`src/rtl/example_pkg.sv`:
```
// Shared types and width helpers for the paired-operand datapath stages.
package example_pkg;

  typedef enum logic {
    WAIT_FIRST  = 1'b0,
    WAIT_SECOND = 1'b1
  } feed_state_t;

  localparam int unsigned DATA_WIDTH_DEFAULT = 8;
  localparam int unsigned PAIR_W             = 2 * DATA_WIDTH_DEFAULT;

  function automatic int unsigned pair_width(input int unsigned data_width);
    return 2 * data_width;
  endfunction

endpackage

```
`src/rtl/example2_operand_feeder_fifo.sv`:
```
// Circular-buffer FIFO for operand pairs; pointers wrap modulo DEPTH (power of 2).
module operand_pair_fifo
  import example_pkg::*;
#(
  parameter int unsigned WIDTH = PAIR_W,
  parameter int unsigned DEPTH = 4
) (
  input  logic                       clk,
  input  logic                       rst_n,
  input  logic                       push,
  input  logic [WIDTH-1:0]           push_data,
  input  logic                       pop,
  output logic [WIDTH-1:0]           pop_data,
  output logic                       full,
  output logic                       empty,
  output logic [$clog2(DEPTH):0]     count
);

  localparam int unsigned AW = $clog2(DEPTH);

  logic [WIDTH-1:0] mem [DEPTH];
  logic [AW-1:0]    wr_ptr;
  logic [AW-1:0]    rd_ptr;
  logic             push_ok;
  logic             pop_ok;

  assign full     = (count == (AW+1)'(DEPTH));
  assign empty    = (count == '0);
  assign pop_ok   = pop && !empty;
  // A push into a full buffer is only legal when the head leaves in the same cycle.
  assign push_ok  = push && (!full || pop_ok);
  assign pop_data = mem[rd_ptr];

  always_ff @(posedge clk) begin
    if (push_ok) mem[wr_ptr] <= push_data;
  end

  always_ff @(posedge clk or negedge rst_n) begin
    if (!rst_n) begin
      wr_ptr <= '0;
      rd_ptr <= '0;
      count  <= '0;
    end else begin
      if (push_ok) wr_ptr <= wr_ptr + 1'b1;
      if (pop_ok)  rd_ptr <= rd_ptr + 1'b1;
      case ({push_ok, pop_ok})
        2'b10:   count <= count + 1'b1;
        2'b01:   count <= count - 1'b1;
        default: count <= count;
      endcase
    end
  end

endmodule

```
`src/rtl/example2_operand_feeder.sv`:
```
// Splits a serial byte stream into first/second operand pairs, buffers them,
// and presents the head pair on stable registered outputs for the AND stage.
module example2_operand_feeder
  import example_pkg::*;
#(
  parameter int unsigned DATA_WIDTH = 8,
  parameter int unsigned PAIR_DEPTH = 4
) (
  input  logic                          system_clock,
  input  logic                          system_rst_n,
  input  logic [DATA_WIDTH-1:0]         byte_in,
  input  logic                          byte_in_valid,
  output logic                          byte_in_ready,
  input  logic                          pair_take,
  output logic [DATA_WIDTH-1:0]         first_data_out,
  output logic [DATA_WIDTH-1:0]         second_data_out,
  output logic                          pair_valid,
  output logic [$clog2(PAIR_DEPTH):0]   pair_count
);

  localparam int unsigned PW = pair_width(DATA_WIDTH);

  feed_state_t           state;
  feed_state_t           state_next;
  logic [DATA_WIDTH-1:0] first_hold;
  logic                  accept;
  logic                  fifo_push;
  logic                  fifo_pop;
  logic                  fifo_full;
  logic                  fifo_empty;
  logic [PW-1:0]         fifo_head;

  always_ff @(posedge system_clock or negedge system_rst_n) begin
    if (!system_rst_n) state <= WAIT_FIRST;
    else               state <= state_next;
  end

  always_comb begin
    state_next = state;
    if (accept) begin
      case (state)
        WAIT_FIRST:  state_next = WAIT_SECOND;
        WAIT_SECOND: state_next = WAIT_FIRST;
        default:     state_next = WAIT_FIRST;
      endcase
    end
  end

  // Ready depends on registered state only; a same-cycle pop does not raise it.
  always_comb begin
    byte_in_ready = !((state == WAIT_SECOND) && fifo_full);
    accept        = byte_in_valid && byte_in_ready;
    fifo_push     = accept && (state == WAIT_SECOND);
    fifo_pop      = (!pair_valid || pair_take) && !fifo_empty;
  end

  always_ff @(posedge system_clock or negedge system_rst_n) begin
    if (!system_rst_n) first_hold <= '0;
    else if (accept && (state == WAIT_FIRST)) first_hold <= byte_in;
  end

  // Data outputs hold their last values when the stage drains.
  always_ff @(posedge system_clock or negedge system_rst_n) begin
    if (!system_rst_n) begin
      first_data_out  <= '0;
      second_data_out <= '0;
      pair_valid      <= 1'b0;
    end else if (fifo_pop) begin
      first_data_out  <= fifo_head[PW-1:DATA_WIDTH];
      second_data_out <= fifo_head[DATA_WIDTH-1:0];
      pair_valid      <= 1'b1;
    end else if (pair_take) begin
      pair_valid      <= 1'b0;
    end
  end

  operand_pair_fifo #(
    .WIDTH (PW),
    .DEPTH (PAIR_DEPTH)
  ) u_pair_fifo (
    .clk       (system_clock),
    .rst_n     (system_rst_n),
    .push      (fifo_push),
    .push_data ({first_hold, byte_in}),
    .pop       (fifo_pop),
    .pop_data  (fifo_head),
    .full      (fifo_full),
    .empty     (fifo_empty),
    .count     (pair_count)
  );

endmodule
```
`config.mk`:
```
export PLATFORM = sky130hd
export DESIGN_NAME = example2_operand_feeder
export DESIGN_NICKNAME = d
export VERILOG_FILES = /design/src/rtl/example_pkg.sv /design/src/rtl/example2_operand_feeder_fifo.sv /design/src/rtl/example2_operand_feeder.sv
export SDC_FILE = /design/constraint.sdc
export NUM_CORES = 1
export LEC_CHECK = 0
export BUFFER_PORTS_ARGS = -buffer_cell sky130_fd_sc_hd__buf_2
export CAP_MARGIN = 25
export CORE_ASPECT_RATIO = 1.2
export CORE_MARGIN = 5
export CORE_UTILIZATION = 45
export DETAILED_ROUTE_END_ITERATION = 8
export PLACE_DENSITY = 0.75
export SYNTH_ARGS = -nofsm -noshare
export SYNTH_HDL_FRONTEND = slang
export SYNTH_HIERARCHICAL = 1
export SYNTH_SLANG_ARGS = --single-unit
```
`constraint.sdc`:
```
create_clock -name system_clock -period 2.3 [get_ports system_clock]
set_input_delay 0.23 -clock system_clock [delete_from_list [all_inputs] [get_ports system_clock]]
set_output_delay 0.23 -clock system_clock [all_outputs]
set_load 0.01 [all_outputs]
```
==> summary.md <==
| Metric | Value |
|---|---|
| Post-synthesis mux area share | between 10% and 20% |
| Clock sinks | 97 |
| Final Wtd Congestion | 0.765 |
| Nets | 249 |
| Detailed-route DRC error count | 0 |
| Relative slew slack | between 40% and 50% |
| Vias in the first global route | 1889 |
| Synthesis-stage register bit count | 97 |
| Max H-tree Level | 3 |
| Final period utilization | a little over nine tenths |
| Clock Skews | 10.3 ps |
| Crit Path Class | reg -> reg |
| Leak | 1.64 nW |
| Largest net degree at the start of global routing | 34 |
| Drt total wl | 6120 um |
| Synth Area in Compound Gates | 1.23% |
| Final setup violation count | 0 |
| DP Wirelength | 3750 um |
| Post-synthesis net count | 201 |
| Clock slew at reported path FFs | 90 ps |
| RSZ-0062 raised after global routing | yes |
| Cell Pwr Density | between 1000 and 1500 nW/um^2 |
| Longest Clk Path Bufs | 2 |
| Pins over their slew limit | 0 |
| CP max FO | 2 |
| Overflow after GRT | 0 |
| Placed instance count | 332 |
| Largest family of logic cells by synthesized area | multiplexers |
| Cell count after synthesis | 183 |
| Status | completed |
| Initial antenna violation count | 0 |
| Die Ht | between 100 and 150 um |
| Worst Hold Class | in -> reg |
| Gr usage total | 13.7% |
| Commonest non-fill, non-tap cell in the layout | edfxtp_1 |
| Critical Path Start Type | flop |
| Synthesized cell area | between 3000 and 4000 um^2 |
| Clock Latency Late Sink | 350 ps |
| Clk root buf | clkbuf_8 |
| Port Buffer Count | 32 |
| Worst VDD drop | 0.000405 V |
| Synth warn | 6 |
| # IOs | 33 |
| CTS tree | built |
| Min cycle time layout | 2270 ps |
| Via count | 1716 |
| Critical Path RT | 2580 ps |
| Die width | approximately 94 um |
| Area delta synth->final | 14.3% |
| Iter 0 DRT Violations | 122 |
| Distinct cells, synth | 27 |
| Post-Syn Area per Cell | slightly above 20 um^2 |
| Final Hold Viols | 0 |
| Core Box Area | 8150 um^2 |
| Final WS setup | approximately 28 ps |
| DP Worst Slack | -10.6 ps |
| Arrival time at the worst endpoint | 2550 ps |
| Area share of and/or/nand/nor cells after synthesis | 2.05% |
| Share of layout cells above drive strength 1 | 47.2% |
| Peak Freq | between 400 and 500 MHz |
| Initial Utilization | between 40% and 50% |
| Fin cells | 349 |
| Die area | 10300 um^2 |
| XOR/XNOR Fraction of Synth Area | 1.39% |
| Total CTS buffers | 9 |
| Seq/Total Area, Yosys | 72.8% |
| Tightest Pin Transition | about 840 ps |
| Adder-Cell Fraction of Synth Area | 2.19% |
| First-pass GRT wire length | between 10000 and 15000 um |
| Antenna diode count | 0 |
| Num rows | 36 |
| Post-route ant nets | 0 |
| WL/cell | 17.5 um |
| Commonest cells after routing, fill and taps aside | edfxtp_1, dfrtp_1, buf_2 |
| Max Cap Violations | 0 |
| Vias per cell | 4.92 |
| Pre-Repair DR Iteration Count | 4 |
| Crit end category | flop |
[worst paths after layout]
kind,slack (ps),startpoint,depth (start not counted),to
worst max-delay path,30,u_pair_fifo/count[1],11,u_pair_fifo/count[2]
worst min-delay path,80,pair_take,2,pair_valid
worst max register to register,30,u_pair_fifo/count[1],11,u_pair_fifo/count[2]
worst min register to register,510,second_data_out[1],1,second_data_out[1]
max in group asynchronous,1190,system_rst_n,2,u_pair_fifo/count[0]
min in group asynchronous,540,system_rst_n,2,first_data_out[3]
[layer usage]
metal	track usage [%]	share of wire, %	vias up
li1	-	-	790
met3	4.28	3.1	9
met1	16.0	39	893
met2	23.5	55	24
met4	5.99	2.1	0
met5	0	0	-
[cell usage after synthesis]
library cell,count,area (um^2)
edfxtp_1,64,1920
dfrtp_1,33,826
mux4_2,16,360
mux2_2,15,169
mux2_4,10,150
inv_1,8,30.0
ha_1,5,62.6
and2_2,4,30.0
buf_2,3,15.0
nor2_1,3,11.3
xnor2_1,3,26.3
xor2_1,3,26.3
nand2_1,2,7.51
a21oi_4,1,16.3
and3b_1,1,8.76
buf_12,1,20.0
buf_4,1,7.51
clkbuf_1,1,3.75
fa_1,1,20.0
inv_2,1,3.75
mux2i_1,1,10.0
nor2b_1,1,6.26
nor3_1,1,5.00
o21a_4,1,15.0
o21ai_0,1,5.00
o31a_2,1,10.0
or3b_1,1,8.76
[report_power, final]
part,switching (mW),internal [mW]
Combinational,0.866,1.01
Sequential,0.245,2.46
Clock,0.546,0.497
Total,1.66,3.97
[registers in the layout (all words and copies together), names as in the netlist]
signal              flops
u_pair_fifo/count       3
u_pair_fifo/rd_ptr      2
u_pair_fifo/mem        64
u_pair_fifo/wr_ptr      2
first_hold              8
first_data_out          8
pair_valid              1
second_data_out         8
state                   1
[kinds of logic after synthesis]
family | Yosys count
adder cells (fa/ha/maj) | 6
AND/OR/NAND/NOR | 13
multiplexers | 42
AO/OA/AOI/OAI | 4
flip-flops | 97
XOR/XNOR | 6
buffers and inverters | 15
[final cells by class]
class	instances	area, um^2
Fill cell	626	3840
Tap cell	114	143
Clock buffer	10	128
Sequential cell	97	2750
Clock inverter	5	56.3
Timing Repair Buffer	43	245
Inverter	9	33.8
Multi-Input combinational cell	71	961
[critical path, cell delays in order, from the launching register on]
cell     delay, ps
dfrtp_1        390
or3b_4         410
inv_2           70
and3b_1        190
o21a_4         120
inv_1           50
ha_2           180
inv_1           50
fa_2           330
xor2_1         140
nor2_1         110
xor2_1         150
[stage by stage]
step	hold WS (ps)	setup TNS, ps	utilization (%)	total power [mW]	cell area, um^2
final	80.9	0	52.9	5.63	4320
after global routing	75.4	-116	52.9	6.00	4320
after CTS	66.2	0	52.9	5.72	4320
after detailed placement	378	-10.6	50.4	4.65	4110
after global placement	371	0	50.4	4.57	4110
after floorplan	-65.6	0	-	4.06	3790
[timing repair]
| action | in CTS | in global routing |
|---|---|---|
| setup buffers | 1 | 0 |
| setup endpoints to repair | 1 | 1 |
| resized for setup | 2 | 0 |
| endpoints found under the hold margin | 33 | 0 |
| hold buffers | 1 | 0 |
| pin swaps | 1 | 0 |
Note: power is estimated with default switching activity, not from simulation.
